$ cat src/rtl/systolic_result_drain.sv
// systolic_result_drain: snapshots the N x N PE accumulators after a fixed
// compute latency, streams them row-major, then pulses an accumulator clear.
module systolic_result_drain #(
    parameter int N              = 3,
    parameter int DW             = 16,
    parameter int COMPUTE_CYCLES = 8
) (
    input  logic                 clk,
    input  logic                 reset,
    input  logic                 start,
    input  logic [N*N*DW-1:0]    result_in,
    output logic                 busy,
    output logic                 acc_clr,
    output logic                 out_valid,
    input  logic                 out_ready,
    output logic [DW-1:0]        out_data,
    output logic [$clog2(N)-1:0] out_row,
    output logic [$clog2(N)-1:0] out_col,
    output logic                 out_last
);

    localparam int RW = $clog2(N);
    localparam int IW = $clog2(N*N);
    localparam int CW = (COMPUTE_CYCLES > 1) ? $clog2(COMPUTE_CYCLES) : 1;

    localparam logic [IW-1:0] LAST = IW'(N*N-1);

    localparam logic [1:0] S_IDLE  = 2'd0;
    localparam logic [1:0] S_WAIT  = 2'd1;
    localparam logic [1:0] S_DRAIN = 2'd2;
    localparam logic [1:0] S_CLEAR = 2'd3;

    logic [1:0]        state_q, state_d;
    logic [CW-1:0]     cnt_q, cnt_d;
    logic [IW-1:0]     idx_q, idx_d;
    logic [RW-1:0]     row_q, row_d;
    logic [RW-1:0]     col_q, col_d;
    logic [N*N*DW-1:0] snap_q, snap_d;
    logic [DW-1:0]     data_q, data_d;
    logic              last_q, last_d;
    logic              valid_q, busy_q, clr_q;

    always_comb begin
        state_d = state_q;
        cnt_d   = cnt_q;
        idx_d   = idx_q;
        row_d   = row_q;
        col_d   = col_q;
        snap_d  = snap_q;
        unique case (state_q)
            S_IDLE: begin
                if (start) begin
                    state_d = S_WAIT;
                    cnt_d   = CW'(COMPUTE_CYCLES-1);
                end
            end
            S_WAIT: begin
                if (cnt_q == '0) begin
                    state_d = S_DRAIN;
                    snap_d  = result_in;
                    idx_d   = '0;
                    row_d   = '0;
                    col_d   = '0;
                end else begin
                    cnt_d = cnt_q - 1'b1;
                end
            end
            S_DRAIN: begin
                // out_valid is high throughout DRAIN, so ready alone is the handshake
                if (out_ready) begin
                    if (idx_q == LAST) begin
                        state_d = S_CLEAR;
                        idx_d   = '0;
                        row_d   = '0;
                        col_d   = '0;
                    end else begin
                        idx_d = idx_q + 1'b1;
                        if (col_q == RW'(N-1)) begin
                            col_d = '0;
                            row_d = row_q + 1'b1;
                        end else begin
                            col_d = col_q + 1'b1;
                        end
                    end
                end
            end
            S_CLEAR: state_d = S_IDLE;
            default: state_d = S_IDLE;
        endcase
    end

    always_comb begin
        data_d = '0;
        last_d = 1'b0;
        if (state_d == S_DRAIN) begin
            data_d = snap_d[int'(idx_d)*DW +: DW];
            last_d = (idx_d == LAST);
        end
    end

    always_ff @(posedge clk or negedge reset) begin
        if (!reset) begin
            state_q <= S_IDLE;
            cnt_q   <= '0;
            idx_q   <= '0;
            row_q   <= '0;
            col_q   <= '0;
            snap_q  <= '0;
            data_q  <= '0;
            last_q  <= 1'b0;
            valid_q <= 1'b0;
            busy_q  <= 1'b0;
            clr_q   <= 1'b0;
        end else begin
            state_q <= state_d;
            cnt_q   <= cnt_d;
            idx_q   <= idx_d;
            row_q   <= row_d;
            col_q   <= col_d;
            snap_q  <= snap_d;
            data_q  <= data_d;
            last_q  <= last_d;
            valid_q <= (state_d == S_DRAIN);
            busy_q  <= (state_d != S_IDLE);
            clr_q   <= (state_d == S_CLEAR);
        end
    end

    assign busy      = busy_q;
    assign acc_clr   = clr_q;
    assign out_valid = valid_q;
    assign out_data  = data_q;
    assign out_row   = row_q;
    assign out_col   = col_q;
    assign out_last  = last_q;

endmodule
$ cat config.mk
export PLATFORM = sky130hd
export DESIGN_NAME = systolic_result_drain
export DESIGN_NICKNAME = d
export VERILOG_FILES = /design/src/rtl/systolic_result_drain.sv
export SDC_FILE = /design/constraint.sdc
export NUM_CORES = 1
export LEC_CHECK = 0
export BUFFER_PORTS_ARGS = -buffer_cell sky130_fd_sc_hd__buf_2
export CORE_MARGIN = 4
export CORE_UTILIZATION = 49
export CTS_CLUSTER_DIAMETER = 50
export DETAILED_ROUTE_END_ITERATION = 6
export GPL_ROUTABILITY_DRIVEN = 0
export PLACE_DENSITY_LB_ADDON = 0.05
export SETUP_SLACK_MARGIN = 0.1
export SLEW_MARGIN = 20
export SYNTH_ARGS = -nofsm -noshare
export SYNTH_HDL_FRONTEND = slang
export SYNTH_SLANG_ARGS = --single-unit
$ cat constraint.sdc
create_clock -name clk -period 2.9 [get_ports clk]
set_input_delay 0 -clock clk [delete_from_list [all_inputs] [get_ports clk]]
set_output_delay 0 -clock clk [all_outputs]
set_load 0.005 [all_outputs]
==> results.cfg <==
[yosys]
synth_flop_cell = dfrtp_1
synth_area_per_cell_sq_um = 12.7
synth-seq-area-share = 0.543
ys_ff_latch = 177
async_reset_ff_frac = 1.00
synth_top_area_share = 0.543
synth_top_area_cell = dfrtp_1
synth_area_sq_mm = 0.00816
synth-edff-count = 0
synthCells = 644
synthTopCellsByArea = dfrtp_1, mux2_2, a21o_1
synthDistinctLibCells = 47
syn-num-nets = 799
yosys_warnings = 0

[floorplanning]
ios = 172
initial_utilization = 0.506
die_w_um = 137
rows = 46
dieArea_sq_mm = 0.0188
core_area_sq_mm = 0.0161
dieHeight_um = 137

[power_and_ir_drop]
p_switching_uw = 3020
p_leak_uw = 0.00519
p_per_area_mw_per_mm2 = 832
power.share.combinational = 0.350
power.internal_uw = 6450
swShare = 0.319
p_clk_frac = 0.244
power_frac_seq = 0.406
vdd_drop_max_mv = 0.454

[cells_and_area]
diodes = 0
nets = 1110
final_common_cell = dfrtp_1
regArea_sq_mm = 0.00443
mostFrequentLayoutCells = dfrtp_1, buf_2, dlygate4sd3_1
multi_input_area_sq_mm = 0.00346
final_area_sq_mm = 0.0114
area_growth_pct = 39.5
fill_cells = 1182
drive_gt1_frac = 0.394

[critical_path]
required_ps = 3210
critPathCaptureType = flip-flop
worstSetupPathType = reg -> reg
start_kind = flip-flop
arrival_ps = 2900
cp_max_fo = 42

[sta]
relSlewSlack = 0.462
fin_crit_ps = 2590
setup-tns-final_ps = 0
tightest_slew_ps = 807
fin_crit_sh = 0.893
final_max_slew_viol_count = 0
clock_skew_ps = 7.96
setup_violations = 0
timing.hold.ws_ps = 155
fmax_mhz = 386
hold_violations = 0
rsz0062_at_grt = no

[detailed_routing]
met3_length_um = 1380
drc = 0
viasPerCell = 5.54
drt_wl_total_um = 23900
ant_nets = 0
drt-pass1-iter-count = 5
met1Wirelength_um = 10200
drtIter0Drc = 364
vias = 6554
top_layer = met4
met2_length_um = 11700
wl_per_cell_um = 20.2

[clock_tree]
cts_tree = yes
path_clk_slew_ps = 70
clk_latency_ps = 430
cts_buffer_depth = 2
cts-root-buf = clkbuf_16
post_cts_buffers = 0
htree_levels = 4
clock-sinks = 177
numCtsBuffers = 17

[global_routing]
antenna_found_initial = 0
grt_max_degree = 84
grt_usage = 0.259
grt_pass1_wl_um = 37000
grt_pass1_vias = 6953
gr-total-overflow = 0

[min_path]
hp-class = in -> reg

[job]
cap_violations = 0

[placed_design]
placed_cell_area_sq_mm = 0.00932
dp_hpwl_um = 15800
port_buffers = 171

[status]
outcome = complete, no violations
logic make-up after synthesis:
group	Yosys count	synth area share
simple gates	45	0.0316
compound gates	205	0.182
mux	144	0.198
buf+inv	66	0.0344
fa+ha+maj	7	0.0107
flops	177	0.543
Yosys cell counts, drive strengths merged, types with 4 or more instances:
master,count
a211o,16
a211oi,4
a21o,63
a21oi,36
buf,22
clkbuf,27
dfrtp,177
ha,7
inv,17
mux2,142
nand2,13
nand3,4
nor2,9
o211ai,62
o21ai,9
repair_timing:
item                                    4_1_cts  5_1_grt
resized for setup                             0        1
hold buffers                                146        0
endpoints found under the setup margin        0        1
hold endpoints to repair                    241        0
stage by stage:
stage / power, uW / util / worst slack [ps] / std cells
finish: 9460 / 0.706 / 311 / 1184
global route: 9980 / 0.706 / 144 / 1184
CTS: 9460 / 0.706 / 320 / 1184
detailed placement: 6990 / 0.578 / 340 / 1006
global placement: 6850 / 0.578 / 393 / 1006
floorplan: 6030 / - / 599 / 644
state kept, by name, summed over array words and instances (netlist names), 2 cells and up:
| register | cells |
|---|---|
| snap_q | 144 |
| out_data | 16 |
| idx_q | 4 |
| cnt_q | 3 |
| out_col | 2 |
| out_row | 2 |
| state_q | 2 |
worst max-delay path: stages, from the launching register on:
cell and delay (ps):
dfrtp_1 370, inv_1 70, ha_1 290, nand3b_1 120
buf_4 200, buf_12 260, mux2_2 380, a21o_1 150
o211ai_1 170, a21oi_1 160, a211o_1 290
power groups by stage:
stage          clock (uW)  combinational, uW  sequential (uW)
2_1_floorplan           0               2280             3750
3_3_place_gp            0               3040             3810
3_5_place_dp            0               3120             3870
4_1_cts              2340               3290             3830
5_1_grt              2450               3600             3930
6_report             2310               3310             3850
cell type report:
| class | instances | area share |
|---|---|---|
| sequential | 177 | 0.389 |
| multi-input combinational | 401 | 0.304 |
| timing repair buffer | 341 | 0.224 |
| clock buffer | 18 | 0.0386 |
| tap | 216 | 0.0238 |
| clock inverter | 14 | 0.0139 |
| inverter | 17 | 0.00561 |
routing by layer:
metal | global-route usage | vias up
li1 | - | 2998
met4 | 0.0926 | 0
met5 | 0 | -
met1 | 0.343 | 3287
met3 | 0.0610 | 54
met2 | 0.417 | 215
final timing paths:
kind / start / endpoint / slack [ps] / cells after the start
max: state_q[1]$_DFF_PN0_ / out_data[12]$_DFF_PN0_ / 310 / 10
min: out_ready / idx_q[2]$_DFF_PN0_ / 150 / 5
max reg2reg: state_q[1]$_DFF_PN0_ / out_data[12]$_DFF_PN0_ / 310 / 10
min reg2reg: snap_q[127]$_DFF_PN0_ / snap_q[127]$_DFF_PN0_ / 500 / 1
max in group asynchronous: reset / snap_q[29]$_DFF_PN0_ / 1810 / 3
min in group asynchronous: reset / out_col[0]$_DFFE_PN0P_ / 200 / 2
Note: power is estimated with default switching activity, not from simulation.
